`src/rtl/ctrl_pkg.sv`:
```
// Shared definitions for the stack-machine controller: state encoding, opcodes, ALU ops.
package ctrl_pkg;

  typedef enum logic [3:0] {
    S_IDLE   = 4'd0,
    S_FETCH  = 4'd1,
    S_DECODE = 4'd2,
    S_POP_A  = 4'd3,
    S_POP_B  = 4'd4,
    S_EXEC   = 4'd5,
    S_WB     = 4'd6,
    S_MEM_RD = 4'd7,
    S_PUSH_M = 4'd8,
    S_MEM_WR = 4'd9,
    S_JUMP   = 4'd10,
    S_TOS_RD = 4'd11,
    S_BRZ    = 4'd12
  } state_t;

  localparam logic [2:0] OP_ADD  = 3'b000;
  localparam logic [2:0] OP_SUB  = 3'b001;
  localparam logic [2:0] OP_AND  = 3'b010;
  localparam logic [2:0] OP_NOT  = 3'b011;
  localparam logic [2:0] OP_PUSH = 3'b100;
  localparam logic [2:0] OP_POP  = 3'b101;
  localparam logic [2:0] OP_JMP  = 3'b110;
  localparam logic [2:0] OP_JZ   = 3'b111;

  localparam logic [1:0] ALU_ADD = 2'b00;
  localparam logic [1:0] ALU_SUB = 2'b01;
  localparam logic [1:0] ALU_AND = 2'b10;
  localparam logic [1:0] ALU_NOT = 2'b11;

endpackage

```
`src/rtl/controller.sv`:
```
// Multicycle stack-machine control FSM (Moore outputs decoded from state).
// Optional retired-instruction counter enabled by CTRL_PERF_EN.
//
// state  | meaning
// IDLE   | post-reset, all outputs low
// FETCH  | read instruction into IR, PC <= PC+1
// DECODE | opcode valid, branch on it
// POP_A  | pop top of stack into A
// POP_B  | pop next entry into B
// EXEC   | ALU on A/B, op from opcode[1:0]
// WB     | push ALU result
// MEM_RD | read memory at instruction[4:0]
// PUSH_M | push MDR
// MEM_WR | store A to memory at instruction[4:0]
// JUMP   | PC <= jump address
// TOS_RD | load zero register from top of stack
// BRZ    | conditional PC <= jump address
module controller
  import ctrl_pkg::*;
(
  input  logic        clk,
  input  logic        rst,
  input  logic [2:0]  opcode,
  output logic        IR_write,
  output logic        ld_A,
  output logic        ld_B,
  output logic        mem_read,
  output logic        mem_write,
  output logic        push,
  output logic        pop,
  output logic        tos,
  output logic        IorD,
  output logic        MtoS,
  output logic        src_A,
  output logic        src_B,
  output logic        pc_src,
  output logic        pc_write_cond,
  output logic        pc_write,
  output logic [1:0]  alu_op
`ifdef CTRL_PERF_EN
  ,
  output logic [15:0] instr_count
`endif
);

  state_t r_state;
  state_t w_next;

  always_ff @(posedge clk or negedge rst) begin
    if (!rst) r_state <= S_IDLE;
    else      r_state <= w_next;
  end

  always_comb begin
    w_next        = S_FETCH;
    IR_write      = 1'b0;
    ld_A          = 1'b0;
    ld_B          = 1'b0;
    mem_read      = 1'b0;
    mem_write     = 1'b0;
    push          = 1'b0;
    pop           = 1'b0;
    tos           = 1'b0;
    IorD          = 1'b0;
    MtoS          = 1'b0;
    src_A         = 1'b0;
    src_B         = 1'b0;
    pc_src        = 1'b0;
    pc_write_cond = 1'b0;
    pc_write      = 1'b0;
    alu_op        = ALU_ADD;
    case (r_state)
      S_IDLE:   w_next = S_FETCH;
      S_FETCH: begin
        IorD     = 1'b1;
        mem_read = 1'b1;
        IR_write = 1'b1;
        pc_src   = 1'b1;
        pc_write = 1'b1;
        w_next   = S_DECODE;
      end
      S_DECODE: begin
        case (opcode)
          OP_PUSH: w_next = S_MEM_RD;
          OP_JMP:  w_next = S_JUMP;
          OP_JZ:   w_next = S_TOS_RD;
          default: w_next = S_POP_A;
        endcase
      end
      S_POP_A: begin
        pop  = 1'b1;
        ld_A = 1'b1;
        case (opcode)
          OP_NOT:  w_next = S_EXEC;
          OP_POP:  w_next = S_MEM_WR;
          default: w_next = S_POP_B;
        endcase
      end
      S_POP_B: begin
        pop    = 1'b1;
        ld_B   = 1'b1;
        w_next = S_EXEC;
      end
      S_EXEC: begin
        // opcode is held in IR, so the low bits select the ALU function directly
        src_A  = 1'b1;
        src_B  = 1'b1;
        alu_op = opcode[1:0];
        w_next = S_WB;
      end
      S_WB: begin
        MtoS = 1'b1;
        push = 1'b1;
      end
      S_MEM_RD: begin
        mem_read = 1'b1;
        w_next   = S_PUSH_M;
      end
      S_PUSH_M: push = 1'b1;
      S_MEM_WR: mem_write = 1'b1;
      S_JUMP:   pc_write = 1'b1;
      S_TOS_RD: begin
        tos    = 1'b1;
        w_next = S_BRZ;
      end
      S_BRZ:    pc_write_cond = 1'b1;
      default:  w_next = S_FETCH;
    endcase
  end

`ifdef CTRL_PERF_EN
  logic        w_retire;
  logic [15:0] r_instr_count;

  // An instruction retires when its final state hands control back to FETCH
  assign w_retire = (w_next == S_FETCH) &&
                    ((r_state == S_WB) || (r_state == S_PUSH_M) || (r_state == S_MEM_WR) ||
                     (r_state == S_JUMP) || (r_state == S_BRZ));

  always_ff @(posedge clk or negedge rst) begin
    if (!rst)          r_instr_count <= 16'h0000;
    else if (w_retire) r_instr_count <= r_instr_count + 16'd1;
  end

  assign instr_count = r_instr_count;
`endif

endmodule

```
`config.mk`:
```
export PLATFORM = sky130hd
export DESIGN_NAME = controller
export DESIGN_NICKNAME = d
export VERILOG_FILES = /design/src/rtl/ctrl_pkg.sv /design/src/rtl/controller.sv
export SDC_FILE = /design/constraint.sdc
export NUM_CORES = 1
export LEC_CHECK = 0
export CORE_AREA = 4 4 41 43
export CTS_CLUSTER_DIAMETER = 200
export DETAILED_ROUTE_END_ITERATION = 16
export DIE_AREA = 0 0 45 47
export MAX_ROUTING_LAYER = met4
export PLACE_DENSITY = 0.66
export SLEW_MARGIN = 20
export SYNTH_ARGS = -nofsm -noshare
export SYNTH_HDL_FRONTEND = slang
export SYNTH_SLANG_ARGS = --single-unit
```
`constraint.sdc`:
```
create_clock -name clk -period 1.9 [get_ports clk]
set_input_delay 0.19 -clock clk [delete_from_list [all_inputs] [get_ports clk]]
set_output_delay 0.19 -clock clk [all_outputs]
set_load 0.03 [all_outputs]
```
==> impl_metrics.ini <==
[status]
status = complete, no violations

[synthesis]
synth_cell_types = 25
yosysSeqAreaShare_pct = 24.10
avgSynthCellArea_um2 = 7.693
yosys_warnings = 0
syn_area_um2 = 415.4
synth-seq-cells = 4
synth_edf_count = 0
async_reset_ff_share_pct = 100.0
netlist_instances = 54
synth_ff_type = dfrtp_1
syn-num-nets = 59

[cts]
root_buffer = clkbuf_4
clk_path_buf_depth = 2
cts-buffers-inserted = 3
clk_latency_ns = 0.24
cts_tree = built
clkSinkCount = 4
postCtsHoldBufs = 0
cts_htree_levels = 1
clkTransAtPathRegs_ns = 0.04
cts_setup_buffers = 0

[timing]
setup_viol = 0
layout_min_cycle_time_ns = 1.801
fin_crit_sh_pct = 94.80
max_slew.worst_pin.slew_ns = 0.3441
worst_slack_ns = 0.09880
finalSetupTns_ns = 0
fmax_ghz = 0.5552
hold_violations = 0
rsz0062_at_grt = true
final-max-slew-violation-count = 0
relSlewSlack_pct = 77.06
final.setup_skew_ns = 0.006176

[global_route]
antenna_found_initial = 0
grt_max_degree = 12
grt_first_pass_wirelength_mm = 2.014
grt.total_usage_pct = 14.30
grt_pass1_vias = 492
globalRouteOverflowTotal = 0

[drt]
antenna_left = 0
detail_route.vias_per_cell = 5.670
vias = 516
first_pass_iters = 4
drt_iter0_drc = 31
post-route-drc-count = 0
drt_wl_total_mm = 1.297
wire_per_inst_um = 14.25

[power]
total_power_uw = 1203
power_switching_share_pct = 55.71
p_seq_share_pct = 17.0
p_int_uw = 532.6
p_leak_uw = 0.0003206
power.share.combinational_pct = 74.0
clockPowerShare_pct = 8.9
power_switching_uw = 669.9
ir_drop_mv = 0.8969
powerDensity_nw_per_um2 = 1930

[final_layout]
layout_common_cells = 11 x dlygate4sd2_1, 9 x buf_4, 7 x a21oi_1, 5 x nor3_1
top_register = r_state
drive_gt1_share_pct = 23.68
multiInputGateArea_um2 = 260.3
largest_reg_flops = 4
regArea_um2 = 100.1
fillerInstances = 149
nNetsFinal = 83
antenna_cells = 0
area.growth.synth_to_final_pct = 50.00
largestRegisters = r_state: 4 flops
layout_commonest_cell = dlygate4sd2_1

[place]
detailed_place_hpwl_um = 985.3
port_buffers = 21
gp_congestion = 0.8689
dp_slack_ns = -0.04035

[floorplan]
die_width_um = 45
die_h_um = 47
rows = 13
ios = 22
initial_core_util_pct = 31.92
dieArea_um2 = 2115
core_area_um2 = 1301

[hold_path]
hp-class = in2async

[critical_path]
crit_arrival_ns = 1.61
worstSetupEndpointType = output pin
critPathKind = reg2out
worst-r2r-setup-slack_ns = 0.61
critPathLaunchType = register
crit_fanout = 11
required_ns = 1.71

[flow_run]
drv_cap = 0
## worst max-delay path: stages, from the launching register on
cell and delay [ns]:
dfrtp_1 0.53, and2b_4 0.24, and3_1 0.19, dlygate4sd2_1 0.41
## path summary, 6_finish.rpt
kind                             from    endpoint  depth (start not counted)
setup / recovery           r_state[1]         tos                          3
hold / removal                    rst  r_state[0]                          1
setup reg to reg           r_state[0]  r_state[3]                          4
hold reg to reg            r_state[3]  r_state[1]                          2
max in group asynchronous         rst  r_state[1]                          1
min in group clk           r_state[3]  r_state[1]                          2
## layout make-up
type / instances / area share, %
Clock buffer: 3 / 3.614
Inverter: 2 / 1.205
Multi-Input combinational cell: 41 / 41.77
Sequential cell: 4 / 16.06
Tap cell: 15 / 3.012
Timing Repair Buffer: 26 / 34.34
## layer usage
metal  routed length (um)  global-route usage [%]  vias up
li1                     -                       -      238
met4                   46                   12.28        0
met5                    0                       -        -
met2                  631                   25.14       38
met1                  491                   13.47      234
met3                  127                   2.299        6
## stage by stage
step	util (%)	instance area (um2)	instances	hold slack, ns
floorplan	-	420.4	54	-0.1056
global placement	47.79	621.8	88	0.4039
detailed placement	47.79	621.8	88	0.4130
CTS	48.27	628.1	91	0.1572
global route	47.88	623.1	91	0.1557
finish	47.88	623.1	91	0.1513
## synthesized netlist by cell type (2+ instances only)
master / count / share of area [%]
nand2b_1: 4 / 6.0
inv_1: 2 / 1.8
o21a_1: 2 / 3.6
nor3_1: 6 / 7.2
nor2_1: 3 / 2.7
buf_2: 2 / 2.4
and3_1: 2 / 3.0
a21oi_1: 7 / 8.4
buf_6: 2 / 5.4
and2_1: 3 / 4.5
nand2_1: 2 / 1.8
dfrtp_1: 4 / 24
buf_4: 3 / 5.4
## kinds of logic (layout without fill, tap and decap cells)
group           after synthesis  count (layout)  share of synthesized area [%]
simple gates                 28              28                          39.76
compound gates               13              13                          21.08
buf+inv                       9              31                          15.06
flops                         4               4                          24.10
## power by group through the flow
| stage | logic (uW) | clock network, uW | registers [uW] |
|---|---|---|---|
| after CTS | 891 | 112 | 201 |
| after global placement | 971 | 0 | 194 |
| after detailed placement | 965 | 0 | 202 |
| after floorplan | 711 | 0 | 154 |
| final | 890 | 107 | 205 |
| after global routing | 957 | 120 | 214 |
## timing repair
action / 4_1_cts / 5_1_grt
gates cloned: 0 / 0
setup endpoints to repair: 13 / 6
gates resized for setup: 13 / 5
hold endpoints to repair: 0 / 0
(Power assumes the default switching activity.)
